$ cat src/rtl/arbitro_pkg.sv
// ============================================================================
//  Module      : arbitro_pkg
//  Description : Shared constants for the round-robin / fixed-priority arbiter
//  Revision    : 1.0 - initial release
// ============================================================================
`default_nettype none

package arbitro_pkg;

    localparam int             MODE_FIXED  = 0;
    localparam int             MODE_RR     = 1;
    localparam int             DEF_NUM_CH  = 4;
    localparam int             DEF_CH_W    = 2;
    localparam int             DEF_STATE_W = 4;
    localparam logic [3:0]     INIT_STATE  = 4'b0001;
    localparam int             CNT_W       = 8;

endpackage

`default_nettype wire

$ cat src/rtl/arbitro_rr_prio_pick.sv
// ============================================================================
//  Module      : prio_pick
//  Description : Rotating priority picker: lowest request at or after start
//  Revision    : 1.0 - initial release
// ============================================================================
`default_nettype none

module prio_pick #(
    parameter int N = 4,
    parameter int W = 2
) (
    input  logic [N-1:0] req,
    input  logic [W-1:0] start,
    output logic [N-1:0] gnt,
    output logic [W-1:0] idx,
    output logic         valid
);

    localparam logic [W:0] C_N = N[W:0];

    logic [2*N-1:0] w_dbl;
    logic [N-1:0]   w_rot;
    logic [W-1:0]   w_pos;
    logic [W:0]     w_sum;

    always_comb begin
        w_dbl = {req, req} >> start;
        w_rot = w_dbl[N-1:0];
        w_pos = '0;
        valid = 1'b0;
        for (int i = 0; i < N; i++) begin
            if (!valid && w_rot[i]) begin
                valid = 1'b1;
                w_pos = i[W-1:0];
            end
        end
        // Un-rotate: position in rotated vector is an offset from start
        w_sum = {1'b0, w_pos} + {1'b0, start};
        if (w_sum >= C_N)
            w_sum = w_sum - C_N;
        idx = w_sum[W-1:0];
        gnt = '0;
        if (valid)
            gnt[idx] = 1'b1;
    end

endmodule

`default_nettype wire

$ cat src/rtl/arbitro_rr.sv
// ============================================================================
//  Module      : arbitro_rr
//  Description : Input-FIFO pop arbiter with 1-cycle registered push/select
//  Revision    : 1.0 - initial release
// ============================================================================
`default_nettype none

module arbitro_rr #(
    parameter int                 NUM_CH     = arbitro_pkg::DEF_NUM_CH,
    parameter int                 CH_W       = arbitro_pkg::DEF_CH_W,
    parameter int                 STATE_W    = arbitro_pkg::DEF_STATE_W,
    parameter logic [STATE_W-1:0] INIT_STATE = arbitro_pkg::INIT_STATE,
    parameter int                 RR_MODE    = arbitro_pkg::MODE_RR
) (
    input  logic                  clk,
    input  logic                  reset,
    input  logic [STATE_W-1:0]    state,
    input  logic [NUM_CH-1:0]     empty_in,
    input  logic [NUM_CH-1:0]     empty_out,
    input  logic [NUM_CH-1:0]     almost_full,
    output logic [NUM_CH-1:0]     pop,
    output logic                  push,
    output logic [CH_W-1:0]       push_sel,
    output logic [2*NUM_CH-1:0]   empties,
    output logic                  grant_cnt_ov
);

    import arbitro_pkg::*;

    localparam logic [CH_W-1:0] C_LAST = CH_W'(NUM_CH - 1);

    logic [CH_W-1:0]   r_rr_ptr;
    logic [CNT_W-1:0]  r_cnt [NUM_CH];
    logic [CH_W-1:0]   w_start;
    logic [NUM_CH-1:0] w_gnt;
    logic [CH_W-1:0]   w_win;
    logic              w_valid;
    logic              w_block;
    logic              w_grant;
    logic              w_wrap;

    assign w_start = (RR_MODE == MODE_RR) ? r_rr_ptr : '0;

    prio_pick #(
        .N     (NUM_CH),
        .W     (CH_W)
    ) u_pick (
        .req   (~empty_in),
        .start (w_start),
        .gnt   (w_gnt),
        .idx   (w_win),
        .valid (w_valid)
    );

    // A stall or frozen FSM blocks new pops; any in-flight push still retires
    assign w_block = reset | (state == INIT_STATE) | (|almost_full);
    assign pop     = (w_block || !w_valid) ? '0 : w_gnt;
    assign w_grant = |pop;

    always_comb begin
        w_wrap = 1'b0;
        for (int i = 0; i < NUM_CH; i++)
            w_wrap = w_wrap | (pop[i] & (r_cnt[i] == {CNT_W{1'b1}}));
    end

    always_ff @(posedge clk or posedge reset) begin
        if (reset) begin
            push         <= 1'b0;
            push_sel     <= '0;
            empties      <= '0;
            r_rr_ptr     <= '0;
            grant_cnt_ov <= 1'b0;
            for (int i = 0; i < NUM_CH; i++)
                r_cnt[i] <= '0;
        end else begin
            push    <= w_grant;
            empties <= (state == INIT_STATE) ? '0 : {empty_out, empty_in};
            if (w_grant) begin
                push_sel <= w_win;
                if (RR_MODE == MODE_RR)
                    r_rr_ptr <= (w_win == C_LAST) ? '0 : w_win + 1'b1;
            end
            for (int i = 0; i < NUM_CH; i++)
                if (pop[i])
                    r_cnt[i] <= r_cnt[i] + 1'b1;
            grant_cnt_ov <= grant_cnt_ov | w_wrap;
        end
    end

endmodule

`default_nettype wire
$ cat config.mk
export PLATFORM = sky130hd
export DESIGN_NAME = arbitro_rr
export DESIGN_NICKNAME = d
export VERILOG_FILES = /design/src/rtl/arbitro_pkg.sv /design/src/rtl/arbitro_rr_prio_pick.sv /design/src/rtl/arbitro_rr.sv
export SDC_FILE = /design/constraint.sdc
export NUM_CORES = 1
export LEC_CHECK = 0
export CAP_MARGIN = 5
export CORE_MARGIN = 8
export CORE_UTILIZATION = 40
export CTS_BUF_LIST = sky130_fd_sc_hd__clkbuf_8 sky130_fd_sc_hd__clkbuf_16
export CTS_CLUSTER_SIZE = 16
export DETAILED_ROUTE_END_ITERATION = 8
export SYNTH_ARGS = -nofsm -noshare
export SYNTH_HDL_FRONTEND = slang
export SYNTH_SLANG_ARGS = --single-unit
$ cat constraint.sdc
create_clock -name clk -period 5.3 [get_ports clk]
set_input_delay 0.795 -clock clk [delete_from_list [all_inputs] [get_ports clk]]
set_output_delay 0.795 -clock clk [all_outputs]
set_load 0.05 [all_outputs]
==> reports/metrics.csv, run 1 <==
metric,value,unit
outcome,completed,
"Cell Area, Synth",2210,sq um
Ports,34,
Hold Slack,0.465,ns
Worst-Skew Late Latency,0.29,ns
GPL Wtd Cong,0.730,
Critical Path Source,empty_in[1],
final setup margin,0.635,ns
Clock Tree Buf Depth,2,
Gate Count Post-Synth,194,
sequential power share,45.5,%
Core Rows,27,
Pleak,1.28,nW
Main synth FF type,dfrtp_1,
crit path capture type,output port,
M2 GR Usage,17.2,%
initial antenna violation count,0,
Pre-antenna DRT Iters,4,
simple-gate share of the synthesized area,21.4,%
gr ovfl total,0,
Synth Area in XOR/XNOR,11.9,%
PortBufs,33,
CTS tree,built,
adder-cell share of the synthesized area,5.09,%
share of cells above drive strength 1,8.26,%
YS warnings,0,
First DRT Iteration DRCs,48,
via/cell ratio,4.93,
Clock Skew,0.00687,ns
synth unique cells,40,
final setup vio count,0,
Critical Path RT,4.51,ns
power density over cell area,350,nW/um^2
Compound-Gate Fraction of Synth Area,3.73,%
drt total wl,3.98,mm
CTS sink count,46,
setup_tns,0,ns
Worst Setup EP,pop[3],
CP arrival,3.87,ns
total core area,5440,sq um
Root Buffer,clkbuf_8,
Synth top area share,52.0,%
grt met1 use,13.3,%
"Seq/Total Area, Yosys",52.0,%
dpl ws,0.619,ns
synthesized flop and latch total,46,
Final ANT Viol Nets,0,
multiplexer share of the synthesized area,2.49,%
crit path max fanout,9,
worst-margin pin slew,0.932,ns
Reg2Reg Depth,12,
FMAX,214,MHz
R2R Setup Slk,2.32,ns
Post-synth EDFFs,0,
register area,1150,sq um
first-pass GRT wire length,7.27,mm
CTS H-Tree Depth,2,
Critical Setup Path Class,in2out,
Switching Fraction,32.5,%
# diodes,0,
Pint,0.638,mW
Die Ht,90.4,um
clock power share,26.1,%
DRC Markers,0,
Reg-to-Reg End,r_rr_ptr[1],
RSZ-0062 raised after global routing,false,
Tot GR Track Use,10.7,%
Worst slew margin,37.8,%
fillers,492,
nets@finish,256,
Hold Path Class,reg2reg,
per-cell routed wire length,13.2,um
NetSw,0.307,mW
Slew Limit Fails,0,
postcts setup bufs,0,
cts bufs inserted,5,
Post-Syn Area per Cell,11.4,sq um
DPL Wire Length,2.95,mm
Area Overhead vs Synth,22.1,%
period utilisation layout,88.0,%
synth top area cells,"dfrtp_1, xnor2_1, ha_1",
M3 GR Usage,3.08,%
largest net degree at the start of global routing,47,
syn nets,221,
"most common cell after layout, fill and taps aside",dfrtp_1,
vias in the first global route,1566,
Starting Density,40.7,%
critical path startpoint category,input port,
dominant cell type by area after synthesis,dfrtp_1,
final hold violation count,0,
CTS clock-pin slew for the worst setup and hold paths,0.08,ns
VDD IR max,0.000361,V
largest family of logic cells by synthesized area,simple AND/OR/NAND/NOR gates,
die footprint,8170,sq um
min cycle time layout,4.67,ns
Comb power frac,28.4,%
asr flop ratio synth,100,%
"commonest cells after routing, fill and taps aside","dfrtp_1, clkdlybuf4s50_1, nand2_1, xnor2_1, nand4_1",
most used routing layer in global routing,met2,
R2R Path Start,r_rr_ptr[0],
die width,90.4,um
area of the multi-input gates,987,sq um
Post-CTS Hold Buffers,0,
post_cts resized,0,
maxcap violations,0,
Via Count,1489,
==> worst max-delay path, stage by stage <==
cell,delay (ns)
clkdlybuf4s50_1,0.61
nor2_1,0.08
o2bb2ai_1,0.12
o21ai_0,0.14
nand3b_1,0.10
ha_1,0.20
xnor2_1,0.14
xnor2_1,0.31
ha_1,0.30
nand2_1,0.14
inv_1,0.13
clkdlybuf4s50_1,0.81
==> power groups by stage <==
stage | combinational, mW | clock [mW] | sequential [mW]
finish | 0.268 | 0.247 | 0.430
global route | 0.308 | 0.271 | 0.438
CTS | 0.273 | 0.255 | 0.430
detailed placement | 0.272 | 0 | 0.437
global placement | 0.270 | 0 | 0.437
floorplan | 0.175 | 0 | 0.455
==> flip-flops by register name (all words and copies together) (netlist names) <==
| name | flops |
|---|---|
| push_sel | 2 |
| push | 1 |
| grant_cnt_ov | 1 |
| r_rr_ptr | 2 |
| empties | 8 |
| r_cnt | 32 |
==> through the flow <==
| stage | util, % | area [sq um] | power (mW) | instances |
|---|---|---|---|---|
| after floorplan | - | 2210 | 0.629 | 194 |
| after global placement | 47.7 | 2600 | 0.708 | 294 |
| after detailed placement | 47.7 | 2600 | 0.709 | 294 |
| after CTS | 49.7 | 2700 | 0.959 | 302 |
| after global routing | 49.7 | 2700 | 1.02 | 302 |
| final | 49.7 | 2700 | 0.946 | 302 |
==> worst min path at each step <==
stage / endpoint / cells after the start / slack, ns / from
2_1_floorplan: r_cnt[15] / 1 / 0.43 / r_cnt[15]
3_5_place_dp: r_cnt[13] / 1 / 0.46 / r_cnt[13]
6_report: r_cnt[13] / 1 / 0.47 / r_cnt[13]
3_3_place_gp: r_cnt[13] / 1 / 0.45 / r_cnt[13]
5_1_grt: r_cnt[7] / 1 / 0.48 / r_cnt[7]
4_1_cts: r_cnt[13] / 1 / 0.47 / r_cnt[13]
==> final cells by class <==
type	instances	share of cell area [%]
timing repair buffer	35	12.8
inverter	6	0.833
clock buffer	5	2.55
sequential	46	42.6
tap	72	3.33
clock inverter	3	1.39
multi-input combinational	135	36.5
==> cells by family after synthesis <==
group                    Yosys count
AND/OR/NAND/NOR                   80
adder cells (fa/ha/maj)            9
AO/OA/AOI/OAI                     11
XOR/XNOR                          30
buffers and inverters             13
flip-flops                        46
multiplexers                       5
==> cells in the mapped netlist (2+ instances only) <==
cell      instances
and3_1            9
and4_1            2
buf_4             2
clkbuf_1          2
dfrtp_1          46
ha_1              9
inv_1             6
mux2_2            4
nand2_1          22
nand2b_1          2
nand3_1           6
nand4_1          13
nor2_1            6
nor2b_1           9
o21ai_0           2
or3_1             2
xnor2_1          20
xor2_1           10
==> layer usage <==
metal,wire length (um),vias to the layer above
met1,1860,726
met4,53,0
li1,-,740
met3,132,7
met2,1930,16
met5,0,-
No activity file was read; power rests on OpenSTA's default activity.
==> inputs of run 2 (changes only) <==
- SLEW_MARGIN: unset -> 20
- clock period: 5.3 -> 5.95 ns (I/O delays scaled with it)
==> reports/metrics.csv, run 2 (same netlist as run 1, synthesis figures left out) <==
metric,value,unit
"most common cell after layout, fill and taps aside",dfrtp_1,
Worst-Skew Late Latency,0.29,ns
via/cell ratio,4.89,
final hold violation count,0,
"commonest cells after routing, fill and taps aside","dfrtp_1, clkdlybuf4s50_1, nand2_1, xnor2_1, nand4_1",
share of cells above drive strength 1,8.73,%
die width,90.4,um
gr ovfl total,0,
Ports,34,
R2R Setup Slk,2.97,ns
Pre-antenna DRT Iters,4,
Core Rows,27,
DRC Markers,0,
worst-margin pin slew,0.923,ns
CTS sink count,46,
Final ANT Viol Nets,0,
per-cell routed wire length,13.0,um
nets@finish,255,
crit path capture type,output port,
Critical Path RT,5.06,ns
Worst Setup EP,pop[2],
CTS H-Tree Depth,2,
first-pass GRT wire length,7.27,mm
CP cell instances,clkdlybuf4s50_1 -> nor2_1 -> o2bb2ai_1 -> o21ai_0 -> nand3b_1 -> ha_1 -> xnor2_1 -> xnor2_1 -> ha_1 -> and2_1 -> clkdlybuf4s50_1,
Critical Setup Path Class,in2out,
"Max stage delay cell, worst path",clkdlybuf4s50_1,
crit path max fanout,9,
CTS clock-pin slew for the worst setup and hold paths,0.08,ns
Worst slew margin,38.4,%
largest net degree at the start of global routing,47,
postcts setup bufs,0,
maxcap violations,0,
Starting Density,40.7,%
PortBufs,33,
Reg2Reg Depth,12,
Root Buffer,clkbuf_8,
post_cts resized,0,
period utilisation layout,82.9,%
Clock Skew,0.00916,ns
Hold Path Class,reg2reg,
Post-CTS Hold Buffers,0,
initial antenna violation count,0,
Critical Path Source,empty_in[1],
VDD IR max,0.000276,V
power density over cell area,330,nW/um^2
CP max stage delay,0.86,ns
Top Family by Delay on Critical Path,buffers and inverters,
Slew Limit Fails,0,
fillers,516,
DPL Wire Length,2.89,mm
GPL Wtd Cong,0.723,
First DRT Iteration DRCs,40,
drt total wl,3.92,mm
overall power,0.900,mW
FMAX,203,MHz
CTS tree,built,
# diodes,0,
total core area,5440,sq um
"Most flops, register",r_cnt,
R2R Path Start,r_rr_ptr[0],
vias in the first global route,1589,
Area Overhead vs Synth,23.4,%
die footprint,8170,sq um
outcome,completed,
critical path startpoint category,input port,
final setup vio count,0,
Clock Tree Buf Depth,2,
stages on the worst setup path,11,
min cycle time layout,4.93,ns
setup_tns,0,ns
Tot GR Track Use,10.6,%
Reg-to-Reg End,r_rr_ptr[1],
Via Count,1472,
Top Registers,"r_cnt: 32 flops, empties: 8 flops",
max reg flops,32,
cts bufs inserted,5,
Pleak,1.28,nW
RSZ-0062 raised after global routing,false,
Die Ht,90.4,um
critical path buffer and inverter count,2,
CP arrival,4.04,ns
[run 2: cell count changes in the layout (fill, tap and decap cells not counted)]
cell	delta
buf_4	-1
bufinv_16	+1
clkbuf_8	+1
inv_1	-2
[run 2: stage by stage]
| step | worst slack, ns | utilization (%) | hold WS [ns] | std cells | cell area [sq um] |
|---|---|---|---|---|---|
| floorplan | 2.32 | - | 0.434 | 194 | 2210 |
| global placement | 1.05 | 47.6 | 0.452 | 293 | 2590 |
| detailed placement | 0.983 | 47.6 | 0.456 | 293 | 2590 |
| CTS | 0.984 | 50.2 | 0.473 | 301 | 2730 |
| global route | 0.797 | 50.2 | 0.490 | 301 | 2730 |
| finish | 1.02 | 50.2 | 0.471 | 301 | 2730 |
[run 2: cell type report]
class | count | area (sq um) | area share (%)
flip-flops and latches | 46 | 1150 | 42.1
multi-input cells | 135 | 987 | 36.1
repair buffers | 34 | 338 | 12.4
well taps | 72 | 90.1 | 3.30
clock buffers | 6 | 82.6 | 3.02
clock inverters | 2 | 60.1 | 2.20
inverters | 6 | 22.5 | 0.825
[run 2: how the worst min path moves through the flow]
stage | from | end | slack, ns | depth (start not counted)
6_report | r_cnt[20] | r_cnt[20] | 0.47 | 1
5_1_grt | r_cnt[31] | r_cnt[31] | 0.49 | 1
2_1_floorplan | r_cnt[15] | r_cnt[15] | 0.43 | 1
3_3_place_gp | r_cnt[13] | r_cnt[13] | 0.45 | 1
4_1_cts | r_cnt[20] | r_cnt[20] | 0.47 | 1
3_5_place_dp | r_cnt[20] | r_cnt[20] | 0.46 | 1
[run 2: routing by layer]
layer | track usage (%) | share of wire (%)
met1 | 13.0 | 48
met3 | 2.74 | 2.7
met5 | 0 | 0
met2 | 17.6 | 48
met4 | 3.74 | 0.97
[run 2: power by group]
| group | internal, mW | switching, mW |
|---|---|---|
| Combinational | 0.101 | 0.136 |
| Clock | 0.179 | 0.101 |
| Sequential | 0.346 | 0.0380 |
